`config.mk`:
```
export PLATFORM = sky130hd
export DESIGN_NAME = if_fetch_ctrl
export DESIGN_NICKNAME = d
export VERILOG_FILES = /design/src/rtl/if_pkg.sv /design/src/rtl/redir_sel.sv /design/src/rtl/if_fetch_ctrl.sv
export SDC_FILE = /design/constraint.sdc
export NUM_CORES = 1
export LEC_CHECK = 0
export ABC_AREA = 0
export ABC_CLOCK_PERIOD_IN_PS = 4000
export CORE_UTILIZATION = 48
export CTS_CLUSTER_SIZE = 24
export DETAILED_ROUTE_END_ITERATION = 7
export GPL_ROUTABILITY_DRIVEN = 1
export PLACE_DENSITY = 0.82
export SYNTH_ARGS = -nofsm -noshare
export SYNTH_HDL_FRONTEND = slang
export SYNTH_SLANG_ARGS = --single-unit
```
`constraint.sdc`:
```
create_clock -name clk -period 4 [get_ports clk]
set_input_delay 0.6 -clock clk [delete_from_list [all_inputs] [get_ports clk]]
set_output_delay 0.6 -clock clk [all_outputs]
set_load 0.05 [all_outputs]
```
`src/rtl/if_pkg.sv`:
```
// if_pkg: shared constants, FSM states and redirect source encoding for the IF fetch controller.
package if_pkg;
    localparam int ADDR_W = 30;
    localparam logic [29:0] START_ADDR = 30'h0000C00;
    localparam logic [29:0] EXC_VECTOR = 30'h0001060;
    typedef enum logic [1:0] {IDLE, REQ, DRAIN, HOLD} state_t;
    // Encoded so that a larger value means a higher-priority redirect.
    typedef enum logic [1:0] {NONE = 2'd0, BR = 2'd1, ERET = 2'd2, EXC = 2'd3} src_t;
endpackage

```
`src/rtl/redir_sel.sv`:
```
// redir_sel: priority mux picking exception > ERET > branch as the redirect source and target.
module redir_sel #(
    parameter int ADDR_W = 30,
    parameter logic [ADDR_W-1:0] EXC_VECTOR = if_pkg::EXC_VECTOR
) (
    input  logic              exc_req,
    input  logic              eret_req,
    input  logic              br_taken,
    input  logic [ADDR_W-1:0] epc,
    input  logic [ADDR_W-1:0] br_target,
    output logic              redir,
    output logic [1:0]        redir_src,
    output logic [ADDR_W-1:0] redir_target
);
    import if_pkg::*;
    assign redir = exc_req | eret_req | br_taken;
    assign redir_src = exc_req ? EXC : eret_req ? ERET : br_taken ? BR : NONE;
    assign redir_target = exc_req ? EXC_VECTOR : eret_req ? epc : br_target;
endmodule

```
`src/rtl/if_fetch_ctrl.sv`:
```
// if_fetch_ctrl: IF-stage PC sequencer, imem request/ack handshake and redirect arbitration.
module if_fetch_ctrl #(
    parameter int ADDR_W = 30,
    parameter logic [ADDR_W-1:0] START_ADDR = if_pkg::START_ADDR,
    parameter logic [ADDR_W-1:0] EXC_VECTOR = if_pkg::EXC_VECTOR
) (
    input  logic              clk,
    input  logic              reset,
    input  logic [ADDR_W-1:0] pc,
    output logic [ADDR_W-1:0] npc,
    output logic              pc_write,
    output logic              imem_req,
    output logic [ADDR_W-1:0] imem_addr,
    input  logic              imem_ack,
    input  logic [31:0]       imem_rdata,
    input  logic              stall,
    input  logic              br_taken,
    input  logic [ADDR_W-1:0] br_target,
    input  logic              exc_req,
    input  logic              eret_req,
    input  logic [ADDR_W-1:0] epc,
    output logic              if_valid,
    output logic [31:0]       if_instr,
    output logic [ADDR_W-1:0] if_pc
);
    import if_pkg::*;

    state_t            state, state_nx;
    logic [1:0]        pend_src, pend_src_nx, redir_src;
    logic [ADDR_W-1:0] pend_tgt, pend_tgt_nx, redir_target, hold_pc, eff_tgt;
    logic [31:0]       hold_instr;
    logic              redir, hold_load, take_new;
    logic [1:0]        eff_src;

    redir_sel #(.ADDR_W(ADDR_W), .EXC_VECTOR(EXC_VECTOR)) u_redir_sel (
        .exc_req(exc_req),
        .eret_req(eret_req),
        .br_taken(br_taken),
        .epc(epc),
        .br_target(br_target),
        .redir(redir),
        .redir_src(redir_src),
        .redir_target(redir_target)
    );

    assign imem_addr = pc;
    // A redirect arriving during DRAIN only displaces a pending one of lower or equal priority.
    assign take_new = redir && (redir_src >= pend_src);
    assign eff_src = take_new ? redir_src : pend_src;
    assign eff_tgt = take_new ? redir_target : pend_tgt;

    always_ff @(posedge clk or negedge reset) begin
        if (!reset) begin
            state      <= IDLE;
            pend_src   <= NONE;
            pend_tgt   <= '0;
            hold_instr <= '0;
            hold_pc    <= '0;
        end else begin
            state    <= state_nx;
            pend_src <= pend_src_nx;
            pend_tgt <= pend_tgt_nx;
            if (hold_load) begin
                hold_instr <= imem_rdata;
                hold_pc    <= pc;
            end
        end
    end

    always_comb begin
        state_nx    = state;
        pend_src_nx = pend_src;
        pend_tgt_nx = pend_tgt;
        hold_load   = 1'b0;
        npc         = pc;
        pc_write    = 1'b0;
        imem_req    = 1'b0;
        if_valid    = 1'b0;
        if_instr    = '0;
        if_pc       = '0;
        if (!reset) begin
            npc = START_ADDR;
        end else begin
            case (state)
                IDLE: state_nx = REQ;
                REQ: begin
                    imem_req = 1'b1;
                    if (imem_ack) begin
                        pc_write = 1'b1;
                        npc      = redir ? redir_target : pc + 1'b1;
                        if (!redir) begin
                            if_valid  = 1'b1;
                            if_instr  = imem_rdata;
                            if_pc     = pc;
                            hold_load = stall;
                            state_nx  = stall ? HOLD : REQ;
                        end
                    end else if (redir) begin
                        // The outstanding request cannot be aborted; wait for its ack.
                        pend_src_nx = redir_src;
                        pend_tgt_nx = redir_target;
                        state_nx    = DRAIN;
                    end
                end
                DRAIN: begin
                    imem_req = 1'b1;
                    if (imem_ack) begin
                        pc_write    = 1'b1;
                        npc         = eff_tgt;
                        pend_src_nx = NONE;
                        pend_tgt_nx = '0;
                        state_nx    = REQ;
                    end else begin
                        pend_src_nx = eff_src;
                        pend_tgt_nx = eff_tgt;
                    end
                end
                HOLD: begin
                    if (redir) begin
                        pc_write = 1'b1;
                        npc      = redir_target;
                        state_nx = REQ;
                    end else begin
                        if_valid = 1'b1;
                        if_instr = hold_instr;
                        if_pc    = hold_pc;
                        state_nx = stall ? HOLD : REQ;
                    end
                end
                default: state_nx = IDLE;
            endcase
        end
    end
endmodule

```
==> impl_metrics.json <==
{
  "drcViolationCount": 0,
  "synthCells": 980,
  "cts_made_buffers": 9,
  "die_h_um": 132,
  "viasPerCell": 6.55,
  "num_rows": 47,
  "outcome": "completed",
  "start_util_pct": 49.2,
  "synth_fa_ha_area_share_pct": 0.920,
  "cts_hold_buf": 0,
  "synth_edf_count": 0,
  "synthToLayoutAreaGrowth_pct": 48.1,
  "synth-xor-area-share_pct": 0.429,
  "fin_crit_ns": 3.89,
  "cts_tree": "done",
  "fin_tns_setup_ns": 0,
  "worst-path-buf-inv": 2,
  "gr-total-overflow": 0,
  "top_usage_layer": "met2",
  "drtIter0Drc": 1359,
  "antenna_found_initial": 0,
  "vias": 9183,
  "syn_nets": 1115,
  "drv_cap": 0,
  "dp_hpwl_mm": 21.5,
  "syn-cell-area_mm2": 0.00816,
  "synth_cell_types": 74,
  "grt_usage_pct": 34.1,
  "crit_family": "simple AND/OR/NAND/NOR gates",
  "routed_wl_mm": 30.2,
  "grt_pass1_wl_mm": 47.4,
  "grt_max_degree": 52,
  "worstSetupEndpointType": "primary output",
  "synth_top_area_cell": "dfrtp_1",
  "min_period_over_period_pct": 97.2,
  "p_leak_nw": 4.96,
  "yosysWarnings": 0,
  "relSlewSlack_pct": 27.0,
  "chipWidth_um": 132,
  "cpPeakStageDelay_ns": 0.47,
  "crit_path_start_kind": "input pin",
  "drive_gt1_share_pct": 18.6,
  "async_flop_share_pct": 100,
  "port-buffer-count": 253,
  "clock_latency_ns": 0.37,
  "r2r_cells": 7,
  "grt_util_met3_pct": 5.34,
  "first_global_vias": 8723,
  "crit_fanout": 8,
  "n_antenna_cell": 0,
  "numClockSinks": 96,
  "r2r_slack_ns": 0.97,
  "synthFlopType": "dfrtp_1",
  "finalSetupViolCount": 0,
  "drv_slew": 0,
  "avgSynthCellArea_um2": 8.33,
  "vdd_drop_max_v": 0.000401,
  "synth.top_cell.area_share_pct": 29.4,
  "rsz0062_at_grt": "no",
  "required_ns": 3.40,
  "die_area_mm2": 0.0175,
  "grt.met1_usage_pct": 43.3,
  "p_total_mw": 6.20,
  "clock_path_buffers": 2,
  "synth-simple-area-share_pct": 19.7,
  "worst_pin_slew_ns": 1.09,
  "ys_top_cells_by_area": "dfrtp_1 (29%), a22oi_1 (6.7%), nor2_1 (6.2%)",
  "ant_nets": 0,
  "clock_tree.root_cell": "clkbuf_16",
  "finalHoldViolCount": 0,
  "critical_path_class": "in2out",
  "core_mm2": 0.0166,
  "skew_ns": 0.00551,
  "io_pins": 254,
  "synth_top_family_by_area": "compound AO/OA/AOI/OAI gates",
  "path_cells": "clkdlybuf4s50_1, or2_2, ha_1, and4bb_1, or3_4, mux2i_1, nor3_1, a211oi_2, buf_12",
  "grtUsageMet2_pct": 56.4,
  "synth_mux_area_share_pct": 14.2,
  "hp-class": "in2async",
  "firstDrtPassIters": 6,
  "fmax_mhz": 257,
  "path_clk_slew_ns": 0.08,
  "synth_seq_cells": 96,
  "slowest_stage": "clkdlybuf4s50_1",
  "gp_congestion": 0.944,
  "wire_per_inst_um": 21.6,
  "nNetsFinal": 1312,
  "cp_num_cells": 9,
  "ctsHtreeMaxLevel": 3,
  "cp.arrival_ns": 3.29,
  "synth_compound_area_share_pct": 26.0,
  "pwr_density_cell_mw_per_mm2": 513,
  "ys_seq_area_share_pct": 29.4
}
[Yosys cell counts, drive strengths merged, types with 7 or more instances]
library cell,n
and4,8
nor2,137
a21oi,28
or3,10
buf,82
a221o,7
a22o,30
a31oi,21
dfrtp,96
nand3,15
nand2,83
o21ai,52
a22oi,73
nor4,9
a211o,9
nor3,24
and3,9
o31ai,7
inv,12
mux2,64
mux2i,44
clkbuf,46
o221ai,9
[per-layer routing]
metal	up-vias	wire length, um
li1	4029	-
met5	-	0
met1	4323	11300
met2	691	14600
met4	0	1430
met3	140	2940
[flip-flops by register name, summed over array words and instances, names as in the netlist]
| signal | cells |
|---|---|
| hold_pc | 30 |
| hold_instr | 32 |
| pend_tgt | 30 |
| state | 2 |
| pend_src | 2 |
[stage by stage]
| stage | std cells | setup WS, ns | instance area, um2 | util (%) | hold WS [ns] |
|---|---|---|---|---|---|
| 6_report | 1402 | 0.111 | 12100 | 72.9 | 0.0909 |
| 5_1_grt | 1402 | 0.0516 | 12100 | 72.9 | 0.0919 |
| 4_1_cts | 1401 | 0.0762 | 12100 | 72.8 | 0.0837 |
| 3_5_place_dp | 1385 | 0.0880 | 11700 | 70.8 | 0.473 |
| 3_3_place_gp | 1385 | 0.138 | 11700 | 70.8 | 0.467 |
| 2_1_floorplan | 980 | 0.00170 | 8180 | - | 0.304 |
[layout by cell type (no fill, tap or decap), drive strengths merged, types with 10 or more instances in the layout]
master,instances
clkdlybuf4s50,157
buf,157
nor2,137
dfrtp,96
nand2,83
a22oi,73
mux2,64
o21ai,52
mux2i,44
a22o,30
a21oi,28
nor3,24
a31oi,21
nand3,15
inv,15
or3,10
[worst register-to-register path: cells and delay by family (launching register included)]
| kind | cells | cell delay (ns) |
|---|---|---|
| adders and majority gates | 1 | 0.58 |
| buffers and inverters | 1 | 0.12 |
| DFF | 1 | 0.41 |
| and+or+nand+nor | 4 | 1.65 |
| AOI/OAI and AO/OA | 1 | 0.22 |
[power breakdown]
part | internal, mW | switching, mW | total, mW | leakage (nW)
clock | 0.507 | 0.465 | 0.972 | 0.158
sequential | 1.34 | 0.232 | 1.57 | 1.26
combinational | 1.53 | 2.13 | 3.66 | 3.54
total | 3.37 | 2.83 | 6.20 | 4.96
[final timing paths]
path                                                  end                 startpoint
worst max register to register    pend_src[0]$_DFFE_PN0P_       state[0]$_DFFE_PN0P_
max in group asynchronous         hold_pc[26]$_DFFE_PN0P_                      reset
worst min register to register  hold_instr[1]$_DFFE_PN0P_  hold_instr[1]$_DFFE_PN0P_
worst min-delay path              pend_tgt[5]$_DFFE_PN0P_                      reset
worst max-delay path                              npc[10]                    exc_req
min in group clk                hold_instr[1]$_DFFE_PN0P_  hold_instr[1]$_DFFE_PN0P_
[cell type report]
class	instances	area, um2
multi-input combinational	743	5060
clock inverter	7	100
timing repair buffer	314	3970
sequential	96	2400
inverter	13	48.8
clock buffer	9	225
tap	220	275
fill	1235	4500
[logic make-up (layout without fill, tap and decap cells)]
family,count (synthesis),after routing
mux,108,108
flops,96,96
compound gates,295,295
xor+xnor,4,4
simple gates,330,330
buf+inv,141,343
fa+ha+maj,6,6
[what timing repair did]
action / in CTS / in global routing
setup buffers: 0 / 1
gates resized for setup: 0 / 1
setup endpoints to repair: 0 / 10
Note: power is estimated with default switching activity, not from simulation.
